--- src/rtl/fetch_stage_pkg.sv ---
// fetch_stage_pkg: shared constants, opcode values and request FSM type for the fetch stage
package fetch_stage_pkg;
  localparam logic [31:0] RESET_PC_DEF = 32'h0000_0000;
  localparam logic [31:0] NOP_INSTR = 32'h0000_0000;
  localparam logic [5:0] OP_RTYPE = 6'h00;
  localparam logic [5:0] OP_ADDI = 6'h08;
  localparam logic [5:0] OP_LB = 6'h20;
  localparam logic [5:0] OP_SB = 6'h28;
  localparam logic [5:0] OP_BEQ = 6'h04;
  localparam logic [5:0] OP_J = 6'h02;
  typedef enum logic {IDLE, REQ} req_state_e;
  function automatic logic [31:0] sat_add(input logic [31:0] a, input logic [31:0] b);
    logic [32:0] s;
    s = {1'b0, a} + {1'b0, b};
    return s[32] ? 32'hFFFF_FFFF : s[31:0];
  endfunction
endpackage

--- src/rtl/fetch_stage_fifo.sv ---
// fetch_fifo: instruction buffer of {pcplus4,instr} entries with push/pop/clear
module fetch_fifo #(
  parameter int DEPTH = 2
) (
  input  logic                     clk,
  input  logic                     reset,
  input  logic                     clear,
  input  logic                     push,
  input  logic                     pop,
  input  logic [63:0]              din,
  output logic [63:0]              dout,
  output logic                     full,
  output logic                     empty,
  output logic [$clog2(DEPTH):0]   count
);
  localparam int AW = $clog2(DEPTH);
  localparam logic [AW:0] DEPTH_C = (AW+1)'(DEPTH);
  logic [63:0] r_mem [DEPTH];
  logic [AW-1:0] r_wp, r_rp;
  logic [AW:0] r_cnt;
  // storage needs no reset; pointers decide what is live
  always_ff @(posedge clk) begin
    if (push) r_mem[r_wp] <= din;
  end
  // pointers and occupancy; clear discards everything held
  always_ff @(posedge clk) begin
    if (reset || clear) begin
      r_wp <= '0;
      r_rp <= '0;
      r_cnt <= '0;
    end else begin
      r_wp <= push ? r_wp + 1'b1 : r_wp;
      r_rp <= pop ? r_rp + 1'b1 : r_rp;
      r_cnt <= r_cnt + (AW+1)'(push) - (AW+1)'(pop);
    end
  end
  assign dout = r_mem[r_rp];
  assign full = r_cnt == DEPTH_C;
  assign empty = r_cnt == '0;
  assign count = r_cnt;
endmodule

--- src/rtl/fetch_stage.sv ---
// fetch_stage: PC, single-outstanding imem requests, instruction FIFO and IF/ID register; FETCH_PERF_EN adds perf counters
module fetch_stage
  import fetch_stage_pkg::*;
#(
  parameter logic [31:0] RESET_PC = RESET_PC_DEF,
  parameter int BUF_DEPTH = 2
) (
  input  logic        clk,
  input  logic        reset,
  output logic        imem_req,
  output logic [31:0] imem_addr,
  input  logic        imem_ack,
  input  logic [31:0] imem_rdata,
  input  logic        stall,
  input  logic        flush,
  input  logic        redirect,
  input  logic [31:0] redirect_pc,
  output logic        id_valid,
  output logic [31:0] id_instr,
  output logic [31:0] id_pcplus4
`ifdef FETCH_PERF_EN
  ,output logic [31:0] perf_fetched,
  output logic [31:0] perf_squashed
`endif
);
  localparam int CW = $clog2(BUF_DEPTH) + 1;
  localparam logic [CW-1:0] DEPTH_C = CW'(BUF_DEPTH);
  req_state_e r_state, w_state_nxt;
  logic [31:0] r_pc, r_addr, w_pc_nxt;
  logic r_drop;
  logic w_take, w_word, w_bypass, w_pop, w_push, w_full, w_empty;
  logic [CW-1:0] w_cnt, w_cnt_nxt;
  logic [63:0] w_head;
  assign imem_req = r_state == REQ;
  assign imem_addr = r_addr;
  // handshake decode, FIFO traffic, next PC and next request state
  always_comb begin
    w_take = imem_ack && r_state == REQ;
    w_word = w_take && !r_drop && !redirect;
    w_bypass = w_word && w_empty && !stall && !flush;
    w_pop = !redirect && !flush && !stall && !w_empty;
    w_push = w_word && !w_bypass;
    w_cnt_nxt = redirect ? '0 : w_cnt + CW'(w_push) - CW'(w_pop);
    w_pc_nxt = redirect ? {redirect_pc[31:2], 2'b00} : (w_take && !r_drop) ? r_pc + 32'd4 : r_pc;
    w_state_nxt = r_state == IDLE ? (w_cnt < DEPTH_C ? REQ : IDLE)
                : (w_take && w_cnt_nxt >= DEPTH_C) ? IDLE : REQ;
  end
  // request state register
  always_ff @(posedge clk) begin
    r_state <= reset ? IDLE : w_state_nxt;
  end
  // PC, the address held on the bus, and the discard-next-word flag after a redirect
  always_ff @(posedge clk) begin
    if (reset) begin
      r_pc <= RESET_PC;
      r_addr <= RESET_PC;
      r_drop <= 1'b0;
    end else begin
      r_pc <= w_pc_nxt;
      r_addr <= (r_state == IDLE || w_take) ? w_pc_nxt : r_addr;
      r_drop <= (redirect && r_state == REQ && !imem_ack) ? 1'b1 : w_take ? 1'b0 : r_drop;
    end
  end
  // IF/ID register: squash, hold, pop from FIFO, bypass the returning word, or bubble
  always_ff @(posedge clk) begin
    if (reset) begin
      id_valid <= 1'b0;
      id_instr <= NOP_INSTR;
      id_pcplus4 <= 32'd0;
    end else if (flush || redirect) begin
      id_valid <= 1'b0;
      id_instr <= NOP_INSTR;
    end else if (!stall) begin
      id_valid <= !w_empty || w_bypass;
      id_instr <= !w_empty ? w_head[31:0] : w_bypass ? imem_rdata : NOP_INSTR;
      id_pcplus4 <= !w_empty ? w_head[63:32] : w_bypass ? r_addr + 32'd4 : id_pcplus4;
    end
  end
  fetch_fifo #(.DEPTH(BUF_DEPTH)) u_fifo (
    .clk   (clk),
    .reset (reset),
    .clear (redirect),
    .push  (w_push),
    .pop   (w_pop),
    .din   ({r_addr + 32'd4, imem_rdata}),
    .dout  (w_head),
    .full  (w_full),
    .empty (w_empty),
    .count (w_cnt)
  );
`ifdef FETCH_PERF_EN
  logic [31:0] w_sq_amt;
  assign w_sq_amt = redirect ? 32'(id_valid) + 32'(w_cnt) : flush ? 32'(id_valid) : 32'd0;
  // saturating counts of delivered fetches and of valid words thrown away
  always_ff @(posedge clk) begin
    if (reset) begin
      perf_fetched <= 32'd0;
      perf_squashed <= 32'd0;
    end else begin
      perf_fetched <= sat_add(perf_fetched, 32'(w_word));
      perf_squashed <= sat_add(perf_squashed, w_sq_amt);
    end
  end
`endif
endmodule
--- config.mk ---
export PLATFORM = sky130hd
export DESIGN_NAME = fetch_stage
export DESIGN_NICKNAME = d
export VERILOG_FILES = /design/src/rtl/fetch_stage_pkg.sv /design/src/rtl/fetch_stage_fifo.sv /design/src/rtl/fetch_stage.sv
export SDC_FILE = /design/constraint.sdc
export NUM_CORES = 1
export LEC_CHECK = 0
export CAP_MARGIN = 20
export CORE_MARGIN = 10
export CORE_UTILIZATION = 40
export DETAILED_ROUTE_END_ITERATION = 12
export PLACE_DENSITY = 0.59
export REMOVE_ABC_BUFFERS = 1
export SLEW_MARGIN = 20
export SYNTH_ARGS = -nofsm -noshare
export SYNTH_HDL_FRONTEND = slang
export SYNTH_HIERARCHICAL = 1
export SYNTH_SLANG_ARGS = --single-unit
--- constraint.sdc ---
create_clock -name clk -period 7.42 [get_ports clk]
set_input_delay 1.484 -clock clk [delete_from_list [all_inputs] [get_ports clk]]
set_output_delay 1.484 -clock clk [all_outputs]
set_load 0.05 [all_outputs]
==> results.md <==
* Power density over the cells at 229.8 nW/µm²
* IR Drop Worst-Case VDD at 0.1519 mV
* Placement-stage cell area at 13390 µm²
* Cell area after synthesis at 11500 µm²
* Worst-Skew Late Latency at 0.54 ns
* Chip Width at 189.6 µm
* Final number of hold-violating endpoints at 0
* Maximum level of the CTS H-tree at 1
* Endpoint type of the worst setup path: register
* Fill cell count at 2567
* Post-Layout Inst Area at 14340 µm²
* Tmin final at 4.438 ns
* Routed Wire Length at 29.59 mm
* Number of buffers inserted for hold repair after clock tree synthesis at 0
* Number of sinks driven by the clock tree at 264
* Max transition margin at 30.81%
* Share of the cycle needed by the critical path after routing at 59.81%
* Overall global routing resource usage at 15.80%
* Net count reported at finish at 1189
* Post-detailed-route DRC marker count at 0
* IO buf count at 165
* Core region area at 28550 µm²
* Class of the most critical hold timing path: register to register
* Met3 routing resource usage after global routing at 3.662%
* Initial antenna violation count at 0
* Routed WL per cell at 19.45 µm
* Wire length of the first global-routing pass at 46.14 mm
* Final setup violation count at 0
* Routability Congestion at 0.8489
* Clock tree from TritonCTS: done
* Static leakage at 4.868 nW
* Worst-path fanout max at 33
* Setup tns final at 0 ns
* Kind of cell adding the most delay to the critical path: simple AND/OR/NAND/NOR gates
* Number of inserted diodes at 0
* CTS resizes at 0
* GRT met1 Usage at 21.60%
* Max incr delay on CP at 0.88 ns
* Critical Path Start Type: input pin
* Largest clock skew in the final design at 0.01080 ns
* Worst Max-Slew Pin Slew at 1.028 ns
* Buffers inserted by post-CTS timing repair at 0
* Via count of the first global-routing pass at 8056
* Max-cap viol count at 0
* Residual overflow from global routing at 0
* Internal cell power at 0.002518 W
* Most used routing layer: met2
* Fraction of power consumed by sequential logic at 48.7%
* Post-Syn Area per Cell at 11.82 µm²
* Setup repair after global routing missed its margin: no
* Yosys warns at 6
* Die Y at 189.6 µm
* Setup WS pre-CTS at 2.446 ns
* Switch share at 23.60%
* Area growth from synthesis to layout at 24.69%
* Crit Path Category: input pin to register
* Ordered list of cells on the worst path: clkdlybuf4s50_1, nand3b_1, nor3_1, and2_2, buf_4
* TritonCTS Buffers at 29
* Share of post-route cells with drive strength above 1 at 14.51%
* Largest net degree at the start of global routing at 65
* Iteration-0 DRC Markers at 626
* Run status: finished clean
* M2 GR Usage at 24.75%
* Critical path data arrival time at 4.63 ns
* Fmax achieved at 225.3 MHz
* Switching power summed over all nets at 0.0007780 W
* Drt first pass iters at 7
* Starting Density at 40.30%
* Average via count per standard cell at 5.435
* Part of the total power dissipated in combinational logic at 8.3%
* Buffer and inverter count on the worst path at 2
* Clock transition at the registers of the reported paths at 0.06 ns
* Post-route setup slack at 2.982 ns
* Critical-path top delay cell: sky130_fd_sc_hd__and2_2
* FP Rows at 62
* Power, Total at 0.003296 W
* DRT antenna net count at 0
* Via Count at 8267
* Cell count after synthesis at 973
* Buffer levels on the longest clock path at 3
* Clk network pwr share at 43.0%
* Required @ worst endpoint at 7.61 ns
* Library cell used as clock root buffer: sky130_fd_sc_hd__clkbuf_16
* DP HPWL at 19.67 mm
* I/O pins at 168
* Full die area at 35940 µm²
* Final count of pins violating max slew at 0
-- path summary, 6_finish.rpt --
check / to / cells after the start / slack, ns / startpoint
setup / recovery: u_fifo/r_mem[1][30]$_DFFE_PP_ / 5 / 2.98 / imem_ack
hold reg to reg: r_pc[1]$_SDFF_PP0_ / 2 / 0.45 / r_pc[1]$_SDFF_PP0_
hold / removal: r_pc[1]$_SDFF_PP0_ / 2 / 0.45 / r_pc[1]$_SDFF_PP0_
setup reg to reg: u_fifo/r_mem[1][30]$_DFFE_PP_ / 7 / 3.64 / u_fifo/count[1]$_SDFF_PP0_
-- final cells by class --
| cell class | count | area, µm² | share of cell area [%] |
|---|---|---|---|
| multi-input cells | 623 | 4524 | 31.54 |
| clock inverters | 20 | 186.4 | 1.300 |
| flip-flops and latches | 264 | 6570 | 45.80 |
| inverters | 15 | 56.30 | 0.3925 |
| repair buffers | 181 | 1762 | 12.28 |
| clock buffers | 34 | 764.5 | 5.330 |
| well taps | 384 | 480.5 | 3.350 |
-- power by group through the flow --
| stage | Sequential, W | Clock, W | Combinational (W) |
|---|---|---|---|
| after floorplan | 0.00168 | 0 | 0.0000987 |
| after global placement | 0.00164 | 0 | 0.000272 |
| after detailed placement | 0.00164 | 0 | 0.000274 |
| after CTS | 0.00161 | 0.00145 | 0.000275 |
| after global routing | 0.00161 | 0.00151 | 0.000295 |
| final | 0.00161 | 0.00142 | 0.000273 |
-- tightest hold or removal path, cell delays in order, from the launching register on --
cell	delay, ns
sky130_fd_sc_hd__dfxtp_1	0.29
sky130_fd_sc_hd__nand2_1	0.07
sky130_fd_sc_hd__nor2_1	0.04
-- cells in the final DEF, fill, tap and decap left out, types with 28 or more instances in the layout --
| cell type | n |
|---|---|
| sky130_fd_sc_hd__nor2_1 | 95 |
| sky130_fd_sc_hd__edfxtp_1 | 128 |
| sky130_fd_sc_hd__a21oi_1 | 31 |
| sky130_fd_sc_hd__mux2_4 | 60 |
| sky130_fd_sc_hd__xnor2_1 | 28 |
| sky130_fd_sc_hd__clkdlybuf4s50_1 | 163 |
| sky130_fd_sc_hd__nand2_1 | 58 |
| sky130_fd_sc_hd__a222oi_1 | 32 |
| sky130_fd_sc_hd__clkbuf_16 | 29 |
| sky130_fd_sc_hd__dfxtp_1 | 135 |
| sky130_fd_sc_hd__nor3_1 | 30 |
-- metrics by stage --
stage                     utilization [%]  instances  hold WS (ns)
after floorplan                         -        902        0.4256
after global placement              46.91       1467        0.4370
after detailed placement            46.91       1467        0.4428
after CTS                           50.25       1521        0.4510
after global routing                50.25       1521        0.4638
final                               50.25       1521        0.4502
-- routing by layer --
metal | wire length [µm] | part of all wire, %
met5 | 0 | 0
met4 | 587 | 2.0
met3 | 2093 | 7.1
met2 | 13170 | 45
met1 | 13740 | 46
-- state kept, by name, indices dropped and copies added, names as in the netlist, named ones only --
name	cells
u_fifo/r_mem	128
id_instr	32
id_pcplus4	32
imem_addr	32
r_pc	32
u_fifo/count	2
id_valid	1
imem_req	1
r_drop	1
u_fifo/r_rp	1
u_fifo/r_wp	1
Power figures use the tool's default switching activity.
